`config.mk`:
```
export PLATFORM = sky130hd
export DESIGN_NAME = turn_signal_ctrl
export DESIGN_NICKNAME = d
export VERILOG_FILES = /design/src/rtl/turn_signal_ctrl.sv
export SDC_FILE = /design/constraint.sdc
export NUM_CORES = 1
export LEC_CHECK = 0
export BUFFER_PORTS_ARGS = -buffer_cell sky130_fd_sc_hd__buf_2
export CAP_MARGIN = 10
export CORE_MARGIN = 2
export CORE_UTILIZATION = 51
export DETAILED_ROUTE_END_ITERATION = 8
export MAX_ROUTING_LAYER = met4
export PLACE_DENSITY = 0.68
export SLEW_MARGIN = 20
export SYNTH_ARGS = -nofsm -noshare
export SYNTH_HDL_FRONTEND = slang
export SYNTH_SLANG_ARGS = --single-unit
export TNS_END_PERCENT = 50
```
`constraint.sdc`:
```
create_clock -name clk -period 4.5 [get_ports clk]
set_clock_uncertainty 0.2 [all_clocks]
set_input_delay 0.9 -clock clk [delete_from_list [all_inputs] [get_ports clk]]
set_output_delay 0.9 -clock clk [all_outputs]
set_load 0.05 [all_outputs]
```
`src/rtl/turn_signal_ctrl.sv`:
```
// Turn-indicator controller: left/right steady blink, hazard toggle and a
// short-tap "comfort" lane-change blink. Lamp outputs and the blink-phase
// level for the downstream sound unit are registered.
module turn_signal_ctrl #(
  parameter int HALF_PERIOD_CYC = 16_666_667,
  parameter int TAP_CYC         = 20_000_000,
  parameter int COMFORT_FLASHES = 3
) (
  input  logic       clk,
  input  logic       rst,
  input  logic       engine_on,
  input  logic       stalk_left,
  input  logic       stalk_right,
  input  logic       hazard_btn,
  output logic       lamp_left,
  output logic       lamp_right,
  output logic       turn_signal_on,
  output logic [2:0] mode
);

  localparam int BW = (HALF_PERIOD_CYC > 1) ? $clog2(HALF_PERIOD_CYC) : 1;
  localparam int TW = $clog2(TAP_CYC + 1);
  localparam int FW = $clog2(COMFORT_FLASHES + 1);
  localparam logic [BW-1:0] BLINK_LAST = BW'(HALF_PERIOD_CYC - 1);
  localparam logic [TW-1:0] TAP_MAX    = TW'(TAP_CYC);
  localparam logic [FW-1:0] FLASH_MAX  = FW'(COMFORT_FLASHES);

  typedef enum logic [2:0] {
    IDLE   = 3'd0,
    LEFT   = 3'd1,
    RIGHT  = 3'd2,
    COMF_L = 3'd3,
    COMF_R = 3'd4,
    HAZARD = 3'd5
  } state_t;

  state_t        state, state_next;
  logic [2:0]    sync1, sync2, prev;
  logic [BW-1:0] blink_cnt, blink_next;
  logic [TW-1:0] tap_cnt, tap_next;
  logic [FW-1:0] flash_cnt, flash_next, flash_base;
  logic          phase, phase_next;
  logic          hazard, hazard_next;
  logic          valid_l, valid_r, left_edge, right_edge, hz_rise;
  logic          blink_tc, phase_rise, comf_done, entering, reentry;

  // Two-flop synchronizer for the asynchronous pins plus a delayed copy for edge detection
  always_ff @(posedge clk) begin
    if (rst) begin
      sync1 <= '0;
      sync2 <= '0;
      prev  <= '0;
    end else begin
      sync1 <= {hazard_btn, stalk_right, stalk_left};
      sync2 <= sync1;
      prev  <= sync2;
    end
  end

  assign valid_l    = sync2[0] & ~sync2[1] & engine_on;
  assign valid_r    = sync2[1] & ~sync2[0] & engine_on;
  assign left_edge  = valid_l & ~prev[0];
  assign right_edge = valid_r & ~prev[1];
  assign hz_rise    = sync2[2] & ~prev[2];
  assign blink_tc   = (blink_cnt == BLINK_LAST);
  assign comf_done  = (flash_cnt >= FLASH_MAX) && (!phase || blink_tc);

  // Next-state selection; a set hazard latch overrides every other decision
  always_comb begin
    hazard_next = hazard ^ hz_rise;
    state_next  = state;
    case (state)
      IDLE: begin
        if (left_edge)       state_next = LEFT;
        else if (right_edge) state_next = RIGHT;
      end
      LEFT: begin
        if (!engine_on)      state_next = IDLE;
        else if (!valid_l)   state_next = (tap_cnt < TAP_MAX) ? COMF_L : IDLE;
      end
      RIGHT: begin
        if (!engine_on)      state_next = IDLE;
        else if (!valid_r)   state_next = (tap_cnt < TAP_MAX) ? COMF_R : IDLE;
      end
      COMF_L: begin
        if (!engine_on)      state_next = IDLE;
        else if (right_edge) state_next = RIGHT;
        else if (left_edge)  state_next = LEFT;
        else if (comf_done)  state_next = IDLE;
      end
      COMF_R: begin
        if (!engine_on)      state_next = IDLE;
        else if (left_edge)  state_next = LEFT;
        else if (right_edge) state_next = RIGHT;
        else if (comf_done)  state_next = IDLE;
      end
      HAZARD: begin
        if (valid_l)         state_next = LEFT;
        else if (valid_r)    state_next = RIGHT;
        else                 state_next = IDLE;
      end
      default:               state_next = IDLE;
    endcase
    if (hazard_next) state_next = HAZARD;
  end

  // Blink timer, tap timer and flash counter updates; active-to-active moves keep the phase running
  always_comb begin
    entering   = (state == IDLE) && (state_next != IDLE);
    reentry    = ((state == COMF_L) || (state == COMF_R)) &&
                 ((state_next == LEFT) || (state_next == RIGHT));
    phase_rise = blink_tc & ~phase;
    flash_base = reentry ? '0 : flash_cnt;
    blink_next = blink_tc ? '0 : blink_cnt + BW'(1);
    phase_next = blink_tc ? ~phase : phase;
    tap_next   = reentry ? '0 : ((tap_cnt == TAP_MAX) ? tap_cnt : tap_cnt + TW'(1));
    flash_next = (phase_rise && (flash_base != FLASH_MAX)) ? flash_base + FW'(1) : flash_base;
    if (state_next == IDLE) begin
      blink_next = '0;
      phase_next = 1'b0;
      tap_next   = '0;
      flash_next = '0;
    end else if (entering) begin
      blink_next = '0;
      phase_next = 1'b1;
      tap_next   = '0;
      flash_next = FW'(1);
    end
  end

  // State, timers and registered lamp outputs
  always_ff @(posedge clk) begin
    if (rst) begin
      state          <= IDLE;
      hazard         <= 1'b0;
      blink_cnt      <= '0;
      phase          <= 1'b0;
      tap_cnt        <= '0;
      flash_cnt      <= '0;
      lamp_left      <= 1'b0;
      lamp_right     <= 1'b0;
      turn_signal_on <= 1'b0;
    end else begin
      state          <= state_next;
      hazard         <= hazard_next;
      blink_cnt      <= blink_next;
      phase          <= phase_next;
      tap_cnt        <= tap_next;
      flash_cnt      <= flash_next;
      lamp_left      <= phase_next & ((state_next == LEFT) || (state_next == COMF_L) ||
                                      (state_next == HAZARD));
      lamp_right     <= phase_next & ((state_next == RIGHT) || (state_next == COMF_R) ||
                                      (state_next == HAZARD));
      turn_signal_on <= phase_next & (state_next != IDLE);
    end
  end

  assign mode = state;

endmodule

```
==> results by stage <==
Power:
- The proportion of power drawn by flip-flops and latches is 49.7%.
- The share of total power dissipated in combinational logic is 14.9%.
- Power spread over the standard cell area amounts to 332 nW/µm².
- Net switching is 29.2% of the power.
- The internal power component is 0.889 mW.
- In this run the power spent charging and discharging nets is 0.366 mW.
- For this design the static power due to leakage is 1.19 nW.
- The maximum vdd ir drop is 255 µV.
- The clock network power share is 35.4%.

GRT:
- The overall track demand over capacity in global routing is 18.4%.
- The total overflow left after global routing is 0.
- The number of antenna violations at the first check in global routing is 0.
- The first global-routing pass estimated 10,800 µm of wire.
- The pin count of the biggest net entering global routing is 30.
- The via count of the first global-routing pass is 2,397.

Clocking:
- The clock slew seen by the registers of the worst setup and hold paths is 0.07 ns.
- The number of hold buffers added after cts is 0.
- Counting every sink on the clock net gives 67.
- After clock tree synthesis, the setup repair step added 0 buffers.
- At the later pin of the worst-skew pair, clock insertion delay measures 0.34 ns.
- The tree is rooted in a sky130_fd_sc_hd__clkbuf_8.
- After clock tree synthesis, the repair step resized 0 gates.
- TritonCTS built the clock tree.
- The TritonCTS buffer count is 9.
- The number of H-tree branching levels is 3.
- In this run the deepest clock path goes through 2 buffers.

Synth:
- The gate count of the mapped netlist is 366.
- The total of warnings raised by yosys is 0.
- Synthesis instantiated 61 different standard cells from the library.
- In the synthesized netlist the dominant register cell turns out to be sky130_fd_sc_hd__dfxtp_1.
- The post-synthesis sequential area ratio is 38.2%.
- Of all cell types, the one taking the most synthesized area is sky130_fd_sc_hd__dfxtp_1.
- The share of async-settable or async-resettable flops after synthesis is 0%.
- Yosys attributes the largest share of cell area to sky130_fd_sc_hd__dfxtp_1, sky130_fd_sc_hd__xor2_1, sky130_fd_sc_hd__a211oi_2.
- Summed over its instances, the top area cell type makes up 38.2% of the synthesized netlist area.
- The number of enable-type register cells in the synthesized netlist is 0.
- The most common cell in the synthesized netlist is sky130_fd_sc_hd__dfxtp_1.
- After synthesis the cells add up to 3510 µm².
- Sorting the synthesized cells by how often they occur yields sky130_fd_sc_hd__dfxtp_1, sky130_fd_sc_hd__xor2_1, sky130_fd_sc_hd__nand2_1.
- The number of nets produced by synthesis is 379.
- Synthesis inferred 67 register bits.
- Averaged over all synthesized cells, the footprint is 9.60 µm².

Run status:
- The flow ran to the end, and the final reports show no timing, DRC or antenna violations.

Final layout:
- Counting the fill cells in the layout gives 614.
- For this run, the post-layout net count is 389.
- The post-route netlist has 19.9% of its cells at a drive strength greater than 1.
- The area of the multi-input gates is 2050 µm².
- The area occupied by registers is 1340 µm².
- The area growth from synthesis to layout is 7.52%.
- The number of antenna diodes in the final layout is 0.

Worst setup path:
- STA puts the critical path data arrival time at 4.08 ns.
- The maximum cell stage delay along the critical path is 0.41 ns.
- The kind of end point of the critical path is a flip-flop.
- The worst flop-to-flop path startpoint is blink_cnt[11].
- Among cell families on the critical path, the largest total delay comes from simple AND/OR/NAND/NOR gates.
- Across all register-to-register paths, the minimum setup slack is 0.45 ns.
- The startpoint-to-endpoint class of the critical path is flip-flop to flip-flop.
- The number of cells on the worst reg-to-reg path is 16.
- The startpoint kind of the worst setup timing path is a flip-flop.
- The data required time at the worst endpoint is 4.53 ns.
- Walking the worst path, the cells encountered are nor4b_1, nand2_1, nor4_2, inv_1, ha_1, nand3b_1, nor2b_1, o32ai_1, a221oi_2, a21oi_2, o31ai_1, inv_1, ha_1, nor2b_1, nor2_1, a2111oi_2.
- The standard cell with the maximum stage delay on the critical path is sky130_fd_sc_hd__a221oi_2.
- In this run the worst path has a maximum fanout of 6.
- The number of buffers and inverters on the critical path is 2.
- The worst register-to-register path ends at flash_cnt[0].

Run:
- Across the run, the number of max-cap violations was 0.

Floorplanning:
- The die is 87.0 µm tall.
- The boundary pin count is 12.
- The floorplan die width is 87.0 µm.
- The total area inside the core boundary comes to 6720 µm².
- The effective utilization at floorplan is 52.3%.
- The floorplan row count is 30.
- The overall die area is 7570 µm².

STA:
- The final-report setup violation count is 0.
- The tightest hold path in the finished design has a slack of 0.233 ns.
- The total count of max-transition violations in the final report was 0.
- For the finished layout, the period the worst path requires is 4.05 ns.
- The worst-case headroom to the max-slew limit is 46.7%.
- The number of hold violations in the final report is 0.
- Setup repair after global routing left no endpoint under its margin.
- Timing would allow up to 0.247 GHz.
- For the pin with the worst max-slew slack, the measured transition is 0.797 ns.
- In the final timing run, aggregate negative setup slack is 0 ns.
- Of the available clock period, the critical path in the final layout requires 89.9%.

Placement:
- Routability-driven placement finished with a final weighted congestion of 0.921.
- The number of input and output port buffers inserted is 11.
- The post-DP HPWL is 4320 µm.

Routing:
- The routed length per placed instance is 13.7 µm.
- The total number of vias is 2,571.
- After detailed routing, the number of remaining DRC violations is 0.
- The pre-antenna-repair detailed-routing pass consisted of 4 iterations.
- The final layout contains routed wiring with a total length of 6300 µm.
- After detailed routing, the number of vias per cell comes to 5.58.
- The number of nets with antenna violations after detailed routing is 0.
- The number of DRC markers after the initial detailed-route iteration is 128.

Hold path:
- The startpoint of the tightest hold check path is sync1[2].
- The path class of the lowest-slack min-delay path is flip-flop to flip-flop.
- The number of cells traversed by the worst hold path is 1.
- The worst-case hold path end point is sync2[2].
-- layout make-up --
class                   count  share of cell area, %
clock buffers              14                   4.31
clock inverters             2                  0.265
inverters                  10                  0.994
multi-input cells         275                   54.4
flip-flops and latches     67                   35.5
well taps                  80                   2.65
repair buffers             13                   1.86
-- metal layers --
metal  part of all wire, %  vias up  global-route usage (%)
met4                   1.4        0                    5.97
li1                      -     1323                       -
met3                   2.9       10                    5.12
met2                    47       24                    28.5
met1                    49     1214                    23.3
met5                     0        -                       -
-- per-stage QoR --
stage	util, %	cells	power [mW]	setup slack (ns)	cell area, µm²
2_1_floorplan	-	366	0.798	0.840	3510
3_3_place_gp	53.5	445	0.824	0.531	3600
3_5_place_dp	53.5	445	0.825	0.309	3600
4_1_cts	56.1	461	1.27	0.277	3770
5_1_grt	56.2	461	1.31	0.00773	3780
6_report	56.2	461	1.25	0.453	3780
-- placed cells by master, fill, tap and decap left out, types with 2 or more instances in the layout --
cell type,n
sky130_fd_sc_hd__a211oi_2,16
sky130_fd_sc_hd__nor3b_1,2
sky130_fd_sc_hd__clkbuf_1,3
sky130_fd_sc_hd__o21ai_1,3
sky130_fd_sc_hd__and2_1,2
sky130_fd_sc_hd__dfxtp_1,67
sky130_fd_sc_hd__nor4_1,7
sky130_fd_sc_hd__nor2b_1,15
sky130_fd_sc_hd__nor3_1,7
sky130_fd_sc_hd__nand4_1,12
sky130_fd_sc_hd__buf_2,11
sky130_fd_sc_hd__xor2_1,29
sky130_fd_sc_hd__clkinv_2,2
sky130_fd_sc_hd__xnor2_1,17
sky130_fd_sc_hd__o311ai_1,2
sky130_fd_sc_hd__ha_1,7
sky130_fd_sc_hd__nand2_1,27
sky130_fd_sc_hd__nand3b_1,3
sky130_fd_sc_hd__nor2_2,3
sky130_fd_sc_hd__a211oi_1,6
sky130_fd_sc_hd__a21oi_1,10
sky130_fd_sc_hd__inv_1,9
sky130_fd_sc_hd__buf_4,2
sky130_fd_sc_hd__clkbuf_8,11
sky130_fd_sc_hd__nor2_1,25
sky130_fd_sc_hd__and3_1,5
sky130_fd_sc_hd__nand3_1,21
sky130_fd_sc_hd__nor4b_1,4
sky130_fd_sc_hd__or2_2,2
sky130_fd_sc_hd__nand2b_1,4
sky130_fd_sc_hd__nor2_4,17
-- power groups by stage --
| stage | combinational (mW) | clock (mW) | sequential, mW |
|---|---|---|---|
| after floorplan | 0.146 | 0 | 0.652 |
| after global placement | 0.188 | 0 | 0.636 |
| after detailed placement | 0.188 | 0 | 0.637 |
| after CTS | 0.189 | 0.458 | 0.623 |
| after global routing | 0.203 | 0.483 | 0.626 |
| final | 0.187 | 0.444 | 0.623 |
-- cell families after synthesis --
kind of cell               Yosys count  synth area share [%]
muxes                                1                 0.285
AOI/OAI and AO/OA                   55                  14.6
buffers and inverters               24                  3.92
adders and majority gates            7                  2.49
and+or+nand+nor                    166                  29.0
xor gates and xnor gates            46                  11.5
DFF                                 67                  38.2
-- worst max path at each step --
stage | startpoint | endpoint | slack, ns | depth (start not counted)
after floorplan | blink_cnt[11] | flash_cnt[0] | 0.84 | 16
after global placement | blink_cnt[11] | flash_cnt[0] | 0.53 | 16
after detailed placement | blink_cnt[11] | flash_cnt[0] | 0.31 | 16
after CTS | blink_cnt[11] | flash_cnt[0] | 0.28 | 16
after global routing | blink_cnt[11] | flash_cnt[0] | 0.008 | 16
final | blink_cnt[11] | flash_cnt[0] | 0.45 | 16
-- state kept, by name (all words and copies together), names as in the netlist --
register,flops
tap_cnt,25
lamp_right,1
sync1,3
mode,3
lamp_left,1
blink_cnt,24
flash_cnt,2
prev,3
turn_signal_on,1
hazard,1
sync2,3
Power figures use the tool's default switching activity.
